[src/rtl/hamming_enc_stream.sv]
// Streaming Hamming(12,8) encoder with optional single-bit error injection,
// buffering codewords in a small FIFO ahead of the decoder / bank write path.
module hamming_enc_stream #(
  parameter int DEPTH = 4,
  parameter int CNT_W = 16
) (
  input  logic                     i_clk,
  input  logic                     i_rst_n,
  input  logic                     i_clear,
  input  logic                     i_valid,
  output logic                     o_ready,
  input  logic [7:0]               i_data,
  input  logic                     i_err_en,
  input  logic [3:0]               i_err_pos,
  output logic                     o_valid,
  input  logic                     i_ready,
  output logic [11:0]              o_code,
  output logic [$clog2(DEPTH):0]   o_count,
  output logic [CNT_W-1:0]         o_enc_cnt
);

  localparam int AW = $clog2(DEPTH);
  localparam int CW = AW + 1;

  // Handshake: a beat transfers on a rising edge where valid && ready on that
  // side; ready/valid depend on registered occupancy only, never on the peer.

  logic [11:0]      mem_q [DEPTH];
  logic [AW-1:0]    wr_ptr_q, wr_ptr_d;
  logic [AW-1:0]    rd_ptr_q, rd_ptr_d;
  logic [CW-1:0]    count_q, count_d;
  logic [CNT_W-1:0] enc_cnt_q, enc_cnt_d;

  logic [11:0] code_raw;
  logic [11:0] err_mask;
  logic [11:0] code_in;
  logic        push;
  logic        pop;

  assign o_ready   = (count_q != CW'(DEPTH));
  assign o_valid   = (count_q != '0);
  assign o_code    = mem_q[rd_ptr_q];
  assign o_count   = count_q;
  assign o_enc_cnt = enc_cnt_q;

  // Clear wins over both handshakes: the beat presented alongside it is dropped.
  assign push = i_valid && o_ready && !i_clear;
  assign pop  = o_valid && i_ready && !i_clear;

  always_comb begin
    code_raw     = '0;
    code_raw[2]  = i_data[0];
    code_raw[4]  = i_data[1];
    code_raw[5]  = i_data[2];
    code_raw[6]  = i_data[3];
    code_raw[8]  = i_data[4];
    code_raw[9]  = i_data[5];
    code_raw[10] = i_data[6];
    code_raw[11] = i_data[7];
    code_raw[0]  = i_data[0] ^ i_data[1] ^ i_data[3] ^ i_data[4] ^ i_data[6];
    code_raw[1]  = i_data[0] ^ i_data[2] ^ i_data[3] ^ i_data[5] ^ i_data[6];
    code_raw[3]  = i_data[1] ^ i_data[2] ^ i_data[3] ^ i_data[7];
    code_raw[7]  = i_data[4] ^ i_data[5] ^ i_data[6] ^ i_data[7];

    // Positions 0 and 13..15 name no codeword bit, so they inject nothing.
    err_mask = '0;
    if (i_err_en && (i_err_pos >= 4'd1) && (i_err_pos <= 4'd12)) begin
      err_mask[i_err_pos - 4'd1] = 1'b1;
    end
    code_in = code_raw ^ err_mask;
  end

  always_comb begin
    wr_ptr_d  = wr_ptr_q;
    rd_ptr_d  = rd_ptr_q;
    count_d   = count_q;
    enc_cnt_d = enc_cnt_q;
    if (i_clear) begin
      wr_ptr_d  = '0;
      rd_ptr_d  = '0;
      count_d   = '0;
      enc_cnt_d = '0;
    end else begin
      if (push) begin
        wr_ptr_d  = wr_ptr_q + AW'(1);
        enc_cnt_d = enc_cnt_q + CNT_W'(1);
      end
      if (pop) begin
        rd_ptr_d = rd_ptr_q + AW'(1);
      end
      if (push && !pop) begin
        count_d = count_q + CW'(1);
      end else if (pop && !push) begin
        count_d = count_q - CW'(1);
      end
    end
  end

  always_ff @(posedge i_clk or negedge i_rst_n) begin
    if (!i_rst_n) begin
      wr_ptr_q  <= '0;
      rd_ptr_q  <= '0;
      count_q   <= '0;
      enc_cnt_q <= '0;
    end else begin
      wr_ptr_q  <= wr_ptr_d;
      rd_ptr_q  <= rd_ptr_d;
      count_q   <= count_d;
      enc_cnt_q <= enc_cnt_d;
    end
  end

  // Storage is zeroed on reset so an empty FIFO never shows X on o_code.
  always_ff @(posedge i_clk or negedge i_rst_n) begin
    if (!i_rst_n) begin
      for (int i = 0; i < DEPTH; i++) begin
        mem_q[i] <= '0;
      end
    end else if (push) begin
      mem_q[wr_ptr_q] <= code_in;
    end
  end

endmodule

[config.mk]
export PLATFORM = sky130hd
export DESIGN_NAME = hamming_enc_stream
export DESIGN_NICKNAME = d
export VERILOG_FILES = /design/src/rtl/hamming_enc_stream.sv
export SDC_FILE = /design/constraint.sdc
export NUM_CORES = 1
export LEC_CHECK = 0
export ABC_AREA = 1
export CORE_MARGIN = 10
export CORE_UTILIZATION = 45
export CTS_CLUSTER_DIAMETER = 150
export DETAILED_ROUTE_END_ITERATION = 8
export PLACE_DENSITY = 0.67
export SYNTH_ARGS = -nofsm -noshare
export SYNTH_HDL_FRONTEND = slang
export SYNTH_SLANG_ARGS = --single-unit
export TNS_END_PERCENT = 1
[constraint.sdc]
create_clock -name i_clk -period 2.1 [get_ports i_clk]
set_clock_uncertainty 0.05 [all_clocks]
set_input_delay 0.42 -clock i_clk [delete_from_list [all_inputs] [get_ports i_clk]]
set_output_delay 0.42 -clock i_clk [all_outputs]
set_load 0.01 [all_outputs]
After elaboration in Yosys (flattened, before gate mapping)
Index checks and enable logic that the tools add are counted.

operators by class
  eq/ne operators = 1
  muxes and demuxes = 18
  reductions and logical operators = 17
  $lt $le $gt $ge = 7
  $add $sub $neg = 6
  bitwise operators = 17

operator list
  cell                                                                                 count
  48-bit bitwise mux                                                                   1
  12-bit two-way mux                                                                   4
  16-bit two-way mux                                                                   2
  12-bit binary-select mux with 2-bit select                                           1
  12-bit demux with 2-bit select                                                       1
  16-bit by 1-bit adder with 16-bit output, second input constant                      1
  1-bit XOR                                                                            14
  12-bit XOR                                                                           1
  1-bit logical AND                                                                    10
  3-bit two-way mux                                                                    3
  4-bit by 1-bit greater-or-equal comparator with 1-bit output, second input constant  2
  2-bit two-way mux                                                                    4
  3-bit greater-or-equal comparator, second input constant                             2
  2-bit NOT with 3-bit output                                                          2
  3-bit nonzero test                                                                   2
  4-bit by 5-bit less-than comparator with 1-bit output, second input constant         1
  2-bit by 1-bit adder with 2-bit output, second input constant                        2
  1-bit demux with 4-bit select                                                        1
  4-bit less-or-equal comparator, second input constant                                1
  2-bit nonzero test                                                                   2
  4-bit by 1-bit subtractor with 4-bit output, second input constant                   1
  3-bit by 1-bit adder with 3-bit output, second input constant                        1
  1-bit zero test                                                                      3
  3-bit by 1-bit less-than comparator with 1-bit output, second input constant         1
  other kinds (3)                                                                      3

storage, ports and cells
  word-level logic and storage cells = 74
  bits in registers = 71
  output and inout port bits = 33

Depth between registers and ports, before layout
Gate-level depths: netlist of run 1.

  word-level depth = 8
  depth in mapped cells = 13

Worst setup path before layout of run 1
No wires, ideal clock.

  path kind = register to register
  start = register count_q[1] (netlist: o_count[1])
  end = register count_q[2] (netlist: o_count[2])
  stages on the path, launching flop included = 14
  slack = 0.166 ns
  setup time = 0.116 ns
  arrival time = 1.768 ns
  cells stage by stage = dfrtp_1 -> nor2_2 -> nand2_4 -> nand2_4 -> nor2_8 -> nand2_1 -> inv_1 -> fa_1 -> xnor2_1 -> inv_1 -> nand2_1 -> nand2_1 -> nand2_1 -> nand2_1

between the ends
  elaborated cells on any way between the ends = 16

RTL lines
  element                                                         line    text
  start: declaration                                              31      logic [CW-1:0] count_q, count_d;
  start signal: assignment                                        108     count_q <= count_d;
  3-bit inequality test (*)                                       40      assign o_ready = (count_q != CW'(DEPTH));
  named net o_ready                                               11      output logic o_ready,
  1-bit logical AND (*) (2 in a row)                              47      assign push = i_valid && o_ready && !i_clear;
  1-bit logical AND / 1-bit zero test (equally long branches)     91, 93
  3-bit two-way mux / 1-bit logical AND (equally long branches)   91, 93
  3-bit two-way mux / 3-bit nonzero test (equally long branches)  n/a

The timed path passes the listed nets; every way through them passes the cells marked *. The select of a mux whose other input is x is not followed.
A chain may end at the register's enable or synchronous reset.

Final worst setup path of run 1
  start = register rd_ptr_q[0]
  end = output port o_code[2]

between the ends
  word-level cells in the longest chain between the ends = 4

RTL lines
  element                                                line  text
  start: declaration                                     30    logic [AW-1:0] rd_ptr_q, rd_ptr_d;
  start signal: assignment                               107   rd_ptr_q <= rd_ptr_d;
  2-bit NOT with 3-bit output (not written as such)      42    assign o_code = mem_q[rd_ptr_q];
  12-bit binary-select mux with 2-bit select             42
  12-bit two-way mux (not written as such) (2 in a row)  42
  end: declaration                                       17    output logic [11:0] o_code,

Every way passes these cells. The select of a mux whose other input is x is not followed.

==> results of run 1 <==
repair_timing:
action	in CTS	in global routing
cloned	0	0
gates resized for setup	26	16
pin swaps	0	2
setup endpoints to repair	12	14
metrics by stage:
step / power, W / cell area, um2 / std cells
2_1_floorplan: 0.00322 / 4220 / 578
3_3_place_gp: 0.00406 / 4950 / 744
3_5_place_dp: 0.00412 / 4950 / 744
4_1_cts: 0.00514 / 5140 / 760
5_1_grt: 0.00548 / 5130 / 760
6_report: 0.00508 / 5130 / 760
power groups by stage:
stage / sequential, W / clock, W / combinational (W)
3_3_place_gp: 0.00210 / 0 / 0.00196
2_1_floorplan: 0.00206 / 0 / 0.00116
4_1_cts: 0.00210 / 0.00111 / 0.00193
6_report: 0.00211 / 0.00109 / 0.00188
5_1_grt: 0.00217 / 0.00118 / 0.00214
3_5_place_dp: 0.00212 / 0 / 0.00200
worst reg2reg max path, stage by stage, from the launching register on:
cell and delay [ns]:
sky130_fd_sc_hd__dfrtp_1 0.42, sky130_fd_sc_hd__nor2_4 0.15, sky130_fd_sc_hd__nand2_4 0.08, sky130_fd_sc_hd__nand2_4 0.09
sky130_fd_sc_hd__nor2_8 0.04, sky130_fd_sc_hd__nand2_1 0.09, sky130_fd_sc_hd__inv_1 0.07, sky130_fd_sc_hd__fa_1 0.40
sky130_fd_sc_hd__xnor2_2 0.16, sky130_fd_sc_hd__inv_1 0.05, sky130_fd_sc_hd__nand2_1 0.06, sky130_fd_sc_hd__nand2_1 0.05
sky130_fd_sc_hd__nand2_1 0.06, sky130_fd_sc_hd__nand2_1 0.04
logic make-up after synthesis:
group	after synthesis
DFF	71
xor gates and xnor gates	10
and+or+nand+nor	353
adders and majority gates	6
buffers and inverters	71
AOI/OAI and AO/OA	67
per-layer routing:
metal	global-route usage	vias up
met1	0.227	1910
met4	0.0593	0
met2	0.269	98
li1	-	1996
met3	0.0296	18
met5	0	-
worst min path at each step:
stage / to
after floorplan: mem_q[0]
after global placement: mem_q[16]
after detailed placement: mem_q[30]
after CTS: mem_q[9]
after global routing: mem_q[33]
final: mem_q[33]
layout make-up:
class                   count  share of cell area
repair buffers             78               0.139
clock buffers               9              0.0242
well taps                 111              0.0271
clock inverters             7              0.0139
flip-flops and latches     71               0.347
inverters                  48              0.0356
multi-input cells         436               0.413
state kept, by name, indices dropped and copies added, names as in the netlist:
signal,flops
rd_ptr_q,2
mem_q,48
wr_ptr_q,2
o_count,3
o_enc_cnt,16
synthesized netlist by cell type (all sizes together):
library cell,number
a21oi,7
xor2,1
o21ai,45
o21bai,1
and2,2
nor3,4
buf,17
o22ai,12
a31oi,1
nand3,45
xnor2,9
fa,1
a22o,1
nand2,218
dfrtp,71
inv,46
nor2,59
ha,5
clkbuf,6
or2,1
nand4,24
clkinv,2
==> flow_summary_export.csv, run 1 <==
group,metric,value,unit
route,avgViaCountPerCell,5.29,
synthesis,synth_top_cells_by_area,"sky130_fd_sc_hd__dfrtp_1 (42%), sky130_fd_sc_hd__nand2_1 (18%), sky130_fd_sc_hd__nand3_1 (5.2%)",
synthesis,post_synth_xor_area_fraction,0.0208,
worst_hold_path,hp-class,"input pin to asynchronous set/reset pin",
place,dp_slack,-0.119,ns
worst_setup_path,cp_slowest_cell,"sky130_fd_sc_hd__dfrtp_2",
clocking,cts_made_buffers,9,
worst_setup_path,setup.worst_path.end_class,"primary output",
place,detailedPlacementHpwl,8200,um
finish,area_growth,21.5,%
finish,n_antenna_cell,0,
timing,setup_viol,0,
clocking,ctsRootBufferMaster,"sky130_fd_sc_hd__clkbuf_8",
floorplan,floorplan.initialDensity,0.459,
worst_setup_path,crit_buf_inv,3,
power_and_ir_drop,total_switching_power,0.00188,W
route,detailroute.wirelength.met3,545,um
clocking,cts_hold_repair.buffers,0,
power_and_ir_drop,worst_ir_drop_vdd,0.392,mV
timing,max_slew.worst_pin.slew,0.410,ns
synthesis,synth_seq_cells,71,
timing,max_slew_margin,0.725,
synthesis,post_synth_inst_count,578,
synthesis,synth.yosys.warnings,0,
synthesis,seq_area_frac_synth,0.421,
worst_setup_path,timing.rr.start,"o_count[1]",
route,first_pass_iters,4,
floorplan,floorplan.rows,35,
power_and_ir_drop,power_density,991,nW/um2
floorplan,dieArea,13600,um2
finish,fraction_of_layout_instances_using_a_drive_strength_above_1,0.146,
route,detail_route.iter0.violations,344,
clocking,cts.sinks,71,
worst_setup_path,worstSetupStartpointType,"register",
synthesis,post_synth_fa_ha_maj_area_fraction,0.0196,
global_route,grt_max_degree,72,
worst_setup_path,required,1.63,ns
synthesis,synth.avg_cell_area,7.30,um2
clocking,total_number_of_h_tree_levels,3,
route,routed-via-count,4022,
power_and_ir_drop,share_of_power_burned_in_registers,0.416,
global_route,number_of_antenna_violations_at_the_first_check_in_global_routing,0,
timing,final-max-slew-violation-count,0,
timing,maxClockFrequency,0.483,GHz
timing,postLayoutSetupSlackWorst,0.0282,ns
power_and_ir_drop,p_leak,2.53,nW
worst_setup_path,timing.setup.critical_path_class,"register to primary output",
route,wl_per_instance,14.6,um
synthesis,synth_top_family_by_area,"simple AND/OR/NAND/NOR gates",
route,met2RoutedLength,5190,um
floorplan,boundaryPins,51,
synthesis,synth_largest_type_area_fraction,0.421,
finish,fillers,889,
floorplan,die_h,117,um
synthesis,synth-simple-area-share,0.369,
clocking,clk_pin_slew,0.08,ns
synthesis,compound_gate_portion_of_the_synthesized_area,0.0893,
worst_setup_path,regToRegSetupSlack,0.20,ns
place,port-buffer-count,50,
floorplan,floorplan.core_area,9200,um2
flow_run,max-cap-violations,0,
clocking,cts_max_path_buffers,2,
finish,mostFrequentLayoutCells,"sky130_fd_sc_hd__nand2_1 (203), sky130_fd_sc_hd__dfrtp_1 (68), sky130_fd_sc_hd__nor2_1 (49)",
clocking,clock_latency,0.35,ns
worst_setup_path,worst-endpoint-arrival,1.60,ns
finish,area_of_the_multi_input_gates,2120,um2
worst_setup_path,worst_path_cell_trace,"inv_1 -> buf_4 -> o21ai_0 -> o22ai_1 -> clkdlybuf4s15_2",
worst_setup_path,logic_depth_of_the_worst_path_buffers_included,5,
timing,hold_slack,0.0360,ns
route,postRouteWirelength,11100,um
synthesis,post-synth-top-area-cell,"sky130_fd_sc_hd__dfrtp_1",
route,drt-met1-wl,5130,um
timing,finalCritPeriodShare,0.987,
global_route,grt_first_pass_wirelength,18500,um
synthesis,synth_nets,602,
route,antenna_violating_nets_post_route,0,
timing,grt_setup_unrepaired,"yes",
power_and_ir_drop,power.internal,0.00320,W
worst_setup_path,ff2ff_path_depth,13,
synthesis,yosysUniqueCellTypes,35,
floorplan,die_width,117,um
worst_setup_path,cpLargestDelayFamily,"buffers and inverters",
worst_setup_path,crit_fanout,8,
worst_setup_path,critPathCapture,"o_code[2]",
timing,timing_hold_violations_final,0,
synthesis,mappedNetlistArea,4220,um2
timing,fin_setup_tns,0,ns
worst_setup_path,timing.critical_path.from,"rd_ptr_q[0]",
global_route,number_of_global_route_vias_before_repair,3818,
power_and_ir_drop,share_comb_of_total_power,0.370,
power_and_ir_drop,clock_power_share,0.214,
status,run_status,"completed",
global_route,grt-ovfl-total,0,
route,drt_drc_violations_left,0,
worst_setup_path,max_stage_delay,0.45,ns
finish,nets,668,
power_and_ir_drop,p_sw_frac,0.369,
worst_setup_path,critical_path.reg2reg.endpoint,"o_count[2]",
synthesis,synthMuxAreaShare,0,
finish,utilization,0.557,
timing,layout_min_cycle_time,2.07,ns
clocking,cts.repair_timing.setup_buffer_count,0,
place,routabilityCongestion,0.940,
clocking,tritoncts,"done",
finish,most_common_cell_after_layout_fill_and_taps_aside,"sky130_fd_sc_hd__nand2_1",
finish,regArea,1780,um2
global_route,grt_use_total,0.169,
route,top_layer,"met4",
Power figures use the tool's default switching activity.
==> run 2, diff against run 1 <==
PLACE_DENSITY = 0.69   (was 0.67)
clock period = 1.8 ns   (was 2.1 ns; I/O delays follow)
==> run 2 against run 1 <==
The flow now finishes with violations (negative setup slack). Non-clock buffer count is 32 higher. Sequential cell count stayed put. Final area is 6.9% higher. Global-route usage is 0.57 points higher. Die area stayed put. Power is 23% higher. Count of clock-buffer cells in the layout is 1 higher. Sequential share of layout area is 2.1 points lower. Largest cell class unchanged. Sequential power is 18% higher. Setup slack worse by 0.086 ns. Critical path type unchanged.
==> flow_summary_export.csv, run 2 (synthesis results as in run 1) <==
group,metric,value,unit
floorplan,boundaryPins,51,
route,routed-via-count,4147,
floorplan,floorplan.rows,35,
timing,postLayoutSetupSlackWorst,-0.0578,ns
global_route,grt_max_degree,72,
clocking,clk_pin_slew,0.08,ns
clocking,tritoncts,"done",
finish,largest_register_ff_count,48,
route,antenna_violating_nets_post_route,0,
timing,max_slew_margin,0.740,
power_and_ir_drop,worst_ir_drop_vdd,0.451,mV
global_route,number_of_global_route_vias_before_repair,4078,
clocking,total_number_of_h_tree_levels,3,
timing,max_slew.worst_pin.slew,0.389,ns
timing,layout_min_cycle_time,1.86,ns
clocking,cts.sinks,71,
global_route,grt_first_pass_wirelength,19300,um
finish,final_cell_count_no_fill,792,
finish,mostFrequentLayoutCells,"sky130_fd_sc_hd__nand2_1 (202), sky130_fd_sc_hd__dfrtp_1 (61), sky130_fd_sc_hd__buf_4 (49)",
worst_setup_path,crit_fanout,9,
global_route,grt.met3_usage,0.0296,
floorplan,die_h,117,um
global_route,number_of_antenna_violations_at_the_first_check_in_global_routing,0,
worst_setup_path,required,1.39,ns
place,place_inst,770,
worst_setup_path,worstSetupStartpointType,"register",
finish,most_common_cell_after_layout_fill_and_taps_aside,"sky130_fd_sc_hd__nand2_1",
global_route,routing_usage_on_met1,0.221,
global_route,grt_use_total,0.175,
finish,nets,700,
global_route,busiest_layer,"met2",
floorplan,dieArea,13600,um2
finish,fillers,858,
route,avgViaCountPerCell,5.24,
floorplan,floorplan.initialDensity,0.459,
worst_setup_path,worst-endpoint-arrival,1.45,ns
finish,n_antenna_cell,0,
timing,setup_viol,12,
place,detailedPlacementHpwl,8410,um
finish,fraction_of_layout_instances_using_a_drive_strength_above_1,0.233,
clocking,cts_max_path_buffers,2,
route,detail_route.iter0.violations,321,
finish,registers.top_by_ff_count,"mem_q",
route,postRouteWirelength,11700,um
global_route,grt-ovfl-total,0,
worst_setup_path,regToRegSetupSlack,0.03,ns
route,wl_per_instance,14.7,um
timing,grt_setup_unrepaired,"yes",
worst_setup_path,ff2ff_path_depth,13,
worst_setup_path,timing.rr.start,"o_count[1]",
place,port-buffer-count,50,
worst_setup_path,setup.worst_path.end_class,"primary output",
place,routabilityCongestion,0.925,
worst_setup_path,timing.setup.critical_path_class,"register to primary output",
route,drt_drc_violations_left,0,
worst_setup_path,timing.critical_path.from,"rd_ptr_q[0]",
flow_run,max-cap-violations,0,
status,run_status,"finished with violations",
timing,fin_setup_tns,-0.346,ns
power_and_ir_drop,power_density,1140,nW/um2
clocking,clock_latency,0.34,ns
worst_setup_path,critical_path.reg2reg.endpoint,"o_count[2]",
timing,final-max-slew-violation-count,0,
clocking,ctsRootBufferMaster,"sky130_fd_sc_hd__clkbuf_8",
floorplan,die_width,117,um
clocking,cts_made_buffers,9,
timing,timing_hold_violations_final,0,
floorplan,floorplan.core_area,9200,um2
status,failed_checks,"negative setup slack",
global_route,grt_use_met2,0.290,
route,first_pass_iters,5,
worst_hold_path,hp-class,"register to register",
power_and_ir_drop,p_leak,2.74,nW
timing,maxClockFrequency,0.538,GHz
timing,finalCritPeriodShare,1.03,
worst_setup_path,critPathCapture,"o_code[7]",
finish,area_growth,29.9,%
[run 2: cell count changes in the layout (fill, tap and decap cells not counted), sizes merged]
cell,delta
clkbuf,-3
clkinvlp,-1
dlymetal6s2s,+1
clkinv,+1
clkdlybuf4s50,-6
dlygate4sd2,+3
inv,-1
clkdlybuf4s15,-3
buf,+40
dlygate4sd3,+1
[run 2: final cells by class]
cell class                      instances  area (um2)  share of cell area
Clock buffer                           10         138              0.0251
Clock inverter                          6        60.1              0.0110
Inverter                               48         185              0.0338
Multi-Input combinational cell        436        2200               0.401
Sequential cell                        71        1790               0.326
Tap cell                              111         139              0.0253
Timing Repair Buffer                  110         971               0.177
[run 2: stage by stage]
step	hold WS, ns	total power [W]	utilization	cell area (um2)	worst slack [ns]
detailed placement	0.366	0.00497	0.564	5180	-0.317
floorplan	0.0144	0.00379	-	4240	-0.0824
CTS	0.430	0.00611	0.584	5370	-0.0980
global route	0.447	0.00672	0.596	5480	-0.118
global placement	0.367	0.00490	0.564	5180	-0.273
finish	0.429	0.00627	0.596	5480	-0.0578
[run 2: how the worst min path moves through the flow]
stage               from         to  slack (ns)  depth (start not counted)
6_report       mem_q[22]  mem_q[22]        0.43                          2
5_1_grt         mem_q[3]   mem_q[3]        0.45                          2
4_1_cts        mem_q[32]  mem_q[32]        0.43                          2
3_5_place_dp     i_rst_n   mem_q[9]        0.37                          2
3_3_place_gp     i_rst_n  mem_q[45]        0.37                          2
2_1_floorplan    i_rst_n   mem_q[0]        0.01                          0
[run 2: power by group]
| part | switching (W) | internal [W] | leakage (nW) | total [W] |
|---|---|---|---|---|
| Clock | 0.000607 | 0.000670 | 0.0981 | 0.00128 |
| Combinational | 0.00138 | 0.00112 | 1.73 | 0.00250 |
| Sequential | 0.000353 | 0.00213 | 0.915 | 0.00249 |
| Total | 0.00234 | 0.00393 | 2.74 | 0.00627 |
[run 2: timing repair]
| action | 4_1_cts | 5_1_grt |
|---|---|---|
| resized for setup | 67 | 41 |
| setup endpoints to repair | 19 | 20 |
| endpoints found under the hold margin | 16 | 0 |
| cloned | 1 | 1 |
| pin swaps | 8 | 7 |
| setup buffers | 1 | 2 |
| hold buffers | 1 | 0 |
[run 2: routing by layer]
metal | up-vias | part of all wire
met5 | - | 0
met4 | 0 | 0.027
met3 | 28 | 0.051
met2 | 135 | 0.47
met1 | 1918 | 0.45
li1 | 2066 | -
[run 2: critical path, cell delays in order (launching register included)]
cell	delay (ns)
sky130_fd_sc_hd__dfrtp_2	0.46
sky130_fd_sc_hd__buf_6	0.16
sky130_fd_sc_hd__buf_4	0.14
sky130_fd_sc_hd__nor2_2	0.12
sky130_fd_sc_hd__o22ai_2	0.08
sky130_fd_sc_hd__buf_2	0.15
